--- config.mk ---
export PLATFORM = sky130hd
export DESIGN_NAME = regfile_multiport
export DESIGN_NICKNAME = d
export VERILOG_FILES = /design/src/rtl/regfile_multiport_pkg.sv /design/src/rtl/regfile_read_port.sv /design/src/rtl/regfile_multiport.sv
export SDC_FILE = /design/constraint.sdc
export NUM_CORES = 2
export LEC_CHECK = 0
export BUFFER_PORTS_ARGS = -buffer_cell sky130_fd_sc_hd__buf_2
export CORE_MARGIN = 1.5
export CORE_UTILIZATION = 57
export DETAILED_ROUTE_END_ITERATION = 6
export PLACE_DENSITY = 0.83
export SLEW_MARGIN = 25
export SYNTH_ARGS = -nofsm -noshare
export SYNTH_HDL_FRONTEND = slang
export SYNTH_HIERARCHICAL = 1
export SYNTH_SLANG_ARGS = --single-unit
--- constraint.sdc ---
create_clock -name clk -period 8 [get_ports clk]
set_input_delay 1.6 -clock clk [delete_from_list [all_inputs] [get_ports clk]]
set_output_delay 1.6 -clock clk [all_outputs]
set_load 0.01 [all_outputs]
--- src/rtl/regfile_multiport_pkg.sv ---
// Shared definitions for the decode-stage multi-port register file:
// default geometry, zero-register index and clear-sequencer state encoding.
package regfile_multiport_pkg;

  localparam int unsigned Word    = 64;
  localparam int unsigned NumRegs = 32;
  localparam int unsigned XzrIdx  = 31;

  typedef enum logic {
    RfClear = 1'b0,
    RfReady = 1'b1
  } rf_state_e;

endpackage

--- src/rtl/regfile_read_port.sv ---
// One registered read port: write-to-read bypass, zero-register mask and
// output register. Outputs zero while the array is being cleared.
module regfile_read_port #(
  parameter int unsigned WIDTH    = 64,
  parameter int unsigned AW       = 5,
  parameter bit          ZERO_EN  = 1'b1,
  parameter int unsigned ZERO_IDX = 31
) (
  input  logic             clk,
  input  logic             reset,
  input  logic             clear,
  input  logic [AW-1:0]    rd_addr,
  input  logic [WIDTH-1:0] mem_data,
  input  logic             wr_en,
  input  logic [AW-1:0]    wr_addr,
  input  logic [WIDTH-1:0] wr_data,
  output logic [WIDTH-1:0] rd_data
);

  logic [WIDTH-1:0] rd_data_d, rd_data_q;

  // Later assignments take priority: clear beats zero register beats bypass.
  always_comb begin
    rd_data_d = mem_data;
    if (wr_en && (wr_addr == rd_addr)) begin
      rd_data_d = wr_data;
    end
    if (ZERO_EN && (rd_addr == AW'(ZERO_IDX))) begin
      rd_data_d = '0;
    end
    if (clear) begin
      rd_data_d = '0;
    end
  end

  always_ff @(posedge clk) begin
    if (reset) begin
      rd_data_q <= '0;
    end else begin
      rd_data_q <= rd_data_d;
    end
  end

  assign rd_data = rd_data_q;

endmodule

--- src/rtl/regfile_multiport.sv ---
// Multi-read, single-write register file with bypass, optional zero register
// and a clear sequencer that zeroes every entry after reset.
module regfile_multiport
  import regfile_multiport_pkg::*;
#(
  parameter int unsigned WIDTH    = Word,
  parameter int unsigned DEPTH    = NumRegs,
  parameter int unsigned NUM_RD   = 2,
  parameter bit          ZERO_EN  = 1'b1,
  parameter int unsigned ZERO_IDX = XzrIdx,
  parameter int unsigned AW       = $clog2(DEPTH)
) (
  input  logic                    clk,
  input  logic                    reset,
  input  logic [NUM_RD*AW-1:0]    rd_addr,
  output logic [NUM_RD*WIDTH-1:0] rd_data,
  input  logic                    wr_en,
  input  logic [AW-1:0]           wr_addr,
  input  logic [WIDTH-1:0]        wr_data,
  output logic                    ready
);

  rf_state_e        state_q;
  logic [AW-1:0]    clr_cnt_q;
  logic [WIDTH-1:0] mem_q [DEPTH];
  logic             clearing;
  logic             wr_accept;
  logic             wr_commit;

  assign clearing  = (state_q == RfClear);
  assign wr_accept = !clearing && wr_en;
  assign wr_commit = wr_accept && !(ZERO_EN && (wr_addr == AW'(ZERO_IDX)));
  assign ready     = (state_q == RfReady);

  always_ff @(posedge clk) begin
    if (reset) begin
      state_q   <= RfClear;
      clr_cnt_q <= '0;
    end else begin
      unique case (state_q)
        RfClear: begin
          clr_cnt_q <= clr_cnt_q + 1'b1;
          if (clr_cnt_q == AW'(DEPTH - 1)) begin
            state_q <= RfReady;
          end
        end
        RfReady: state_q <= RfReady;
        default: state_q <= RfClear;
      endcase
    end
  end

  // Array has no reset of its own; the sequencer walks it after reset.
  always_ff @(posedge clk) begin
    if (!reset) begin
      if (clearing) begin
        mem_q[clr_cnt_q] <= '0;
      end else if (wr_commit) begin
        mem_q[wr_addr] <= wr_data;
      end
    end
  end

  for (genvar k = 0; k < NUM_RD; k++) begin : g_rd
    logic [AW-1:0] addr;
    assign addr = rd_addr[k*AW +: AW];

    regfile_read_port #(
      .WIDTH    (WIDTH),
      .AW       (AW),
      .ZERO_EN  (ZERO_EN),
      .ZERO_IDX (ZERO_IDX)
    ) u_rd (
      .clk      (clk),
      .reset    (reset),
      .clear    (clearing),
      .rd_addr  (addr),
      .mem_data (mem_q[addr]),
      .wr_en    (wr_accept),
      .wr_addr  (wr_addr),
      .wr_data  (wr_data),
      .rd_data  (rd_data[k*WIDTH +: WIDTH])
    );
  end

endmodule
==> flow_summary.yaml <==
outcome:
  status: "finished, violations left"
  failed_checks: "DRC"
finish:
  post_route_cells_drive_above_1_share_pct: 40.49
  finalNonFillerCells: 7627
  layout.core_utilization_pct: 63.31
  flow.area_growth_from_synthesis_pct: 10.53
  final_design_area_no_fill_sq_um: 111300
  fin_nets: 5183
sta:
  hold_slack_ns: 0.6361
  slew-limit-headroom_pct: 22.59
  final-hold-violation-count: 0
  fin_crit_sh_pct: 64.63
  clock_skew_ns: 0.04608
  fmaxAchievable_mhz: 193.4
  worst-slew-pin-transition_ns: 1.161
  setup_repair_after_global_routing_missed_its_margin: "no"
  period_needed_ns: 5.170
  maxSlewViolCount: 0
  timing.final.setup_violations: 0
  fin_tns_setup_ns: 0
clock_tree:
  cts_tree: "built"
  cts_root_buffer: "clkbuf_16"
  post-cts-setup-buffer-count: 0
  cts.clk_slew.worst_paths_ns: 0.06
  cts.htree.levels: 4
  clk_latency_ns: 0.92
  cts_buffers: 212
  cts_sinks: 2182
  bufs_on_longest_clock_path: 3
  resized_gates_after_cts: 0
  postCtsHoldBufs: 0
pwr:
  p_clk_share_pct: 42.4
  net_switching_power_mw: 5.335
  power.static_leakage_nw: 31.37
  intPower_mw: 18.73
  power_frac_comb_pct: 6.0
  cellPowerDensity_nw_per_um2: 216.3
  sequentialPowerShare_pct: 51.6
  vdd.ir_drop.worst_mv: 0.2165
  power.switching_fraction_pct: 22.17
synthesis:
  synth.top_cells.by_area: "edfxtp_1, mux4_2, dfxtp_1"
  yosys_register_bits: 2182
  asyncSetResetFlopFracSynth_pct: 0
  synth_fp_nets: 5045
  dominantRegCellSynth: "edfxtp_1"
  synth_top_area_share_pct: 61.10
  yosys-top-cells-count: "edfxtp_1, mux4_2, mux2i_1"
  synth_most_common_cell: "edfxtp_1"
  postSynthAreaPerCell_sq_um: 20.29
  synth.yosys.seq_area_share_pct: 63.77
  netlist_area_sq_um: 100700
  syn_inst: 4961
  synth_top_cell_by_area: "edfxtp_1"
  post_synth_num_cell_types: 47
  synth_edf_count: 2048
  synth.yosys.warnings: 6
setup_path:
  crit_path_end_kind: "register"
  startpoint_type: "primary input"
  r2r.worst_path.cells: 7
  regToRegEndpoint: "mem_q[8][15]"
  slowest_stage: "nor2_4"
  worst-path-max-fanout: 50
  timing.critical_path.to: "mem_q[8][15]"
  crit_start: "reset"
  worst-endpoint-required_ns: 8.49
  setup.worst_path.class: "primary input to register"
  cp_slowest_stage_delay_ns: 0.73
  worstPathCellList: "buf_2 > nand3b_1 > a31oi_4 > buf_4 > mux2i_1 > nand3_1 > nor2_4 > buf_12"
  critical_path_arrival_ns: 5.66
  worst-r2r-setup-slack_ns: 3.22
  regToRegStartpoint: "ready"
global_routing:
  first_global_vias: 59250
  grt_overflow: 0
  grt_start_max_net_pins: 140
  global_route_wire_length_before_repair_mm: 426.3
  initial_antenna_violation_count: 9
  groute.usage.overall_pct: 33.47
detailed_routing:
  dr_vias_cell: 7.671
  final_routed_wire_length_divided_by_cell_count_um: 39.25
  detail_route.wirelength_mm: 299.4
  antenna_left: 0
  drcViolationCount: 1
  drt_iter0_drc: 9524
  first_pass_iters: 7
  routed-via-count: 58510
placement:
  gp_congestion: 0.8504
  hpwlAfterDp_mm: 159.6
  port-buffer-count: 210
  place.detailed.instances: 7220
  placement.cell_area_sq_um: 104100
die:
  floorplan.die.width_um: 423.2
  floorplan.die_area_sq_um: 179100
  die_y_um: 423.2
  start_util_pct: 57.28
  design.core.area_sq_um: 175700
  floorplan.rows: 154
  boundary_pins: 211
worst_hold_path:
  hp-class: "register to register"
  min-delay-start: "clr_cnt_q[1]"
job:
  drv_cap: 0
## logic make-up after synthesis
logic type                 after synthesis  synth area share [%]
AOI/OAI and AO/OA                      413                 2.890
xor gates and xnor gates                13                0.1131
adders and majority gates                2               0.02486
buffers and inverters                  420                 2.220
DFF                                   2182                 63.77
muxes                                 1493                 28.75
and+or+nand+nor                        438                 2.233
## cell type report
class                   instances  area, sq um
multi-input cells            2359        34580
fillers                     11070        64470
well taps                    2340         2928
diodes                          4        10.01
clock inverters               120         1275
repair buffers                338         2526
clock buffers                 278         5736
flip-flops and latches       2182        64180
inverters                       6        22.52
## metal layers
layer	GRT usage [%]	vias up	wire [um]
met5	0	-	63
met4	22.23	10	23050
met3	7.496	1209	39500
met2	52.46	5530	143700
met1	42.32	30030	93010
li1	-	21730	-
## through the flow
| stage | setup WS (ns) | total power, mW |
|---|---|---|
| after floorplan | 0.3092 | 13.64 |
| after global placement | 2.224 | 14.05 |
| after detailed placement | 2.145 | 14.07 |
| after CTS | 3.075 | 24.03 |
| after global routing | 2.870 | 24.49 |
| final | 2.830 | 24.07 |
## cells in the final DEF, fill, tap and decap left out, types with 40 or more instances in the layout
cell type and n:
a21oi_1 65, a221oi_1 40, and2_2 40, buf_2 200
buf_4 92, clkbuf_1 50, clkbuf_16 214, dfxtp_1 134
edfxtp_1 2048, mux2_2 196, mux2i_1 198, mux4_2 1099
nand2_1 145, nand4_1 129, o21ai_0 47, o21ai_2 100
o22ai_1 63
## state kept, by name, summed over array words and instances, names as in the netlist
register / cells
clr_cnt_q: 5
g_rd.u_rd/rd_data: 128
mem_q: 2048
ready: 1
## how the worst min path moves through the flow
stage                               to  slack (ns)  cells after the start
after floorplan           clr_cnt_q[1]        0.55                      2
after global placement    clr_cnt_q[4]        0.59                      2
after detailed placement  clr_cnt_q[1]        0.62                      2
final                     clr_cnt_q[1]        0.64                      2
after CTS                 clr_cnt_q[4]        0.63                      2
after global routing      clr_cnt_q[1]        0.65                      2
## worst max-delay path, delay by kind of cell
| kind | cells | cell delay (ns) |
|---|---|---|
| buffers and inverters | 3 | 1.29 |
| AO/OA/AOI/OAI | 1 | 0.32 |
| AND/OR/NAND/NOR | 3 | 1.71 |
| multiplexers | 1 | 0.66 |
## power groups by stage
stage	Combinational, mW	Clock [mW]	Sequential [mW]
after global placement	1.40	0	12.7
after CTS	1.43	10.2	12.4
final	1.45	10.2	12.4
after global routing	1.48	10.6	12.4
after floorplan	0.990	0	12.6
after detailed placement	1.41	0	12.7
Note: power is estimated with default switching activity, not from simulation.
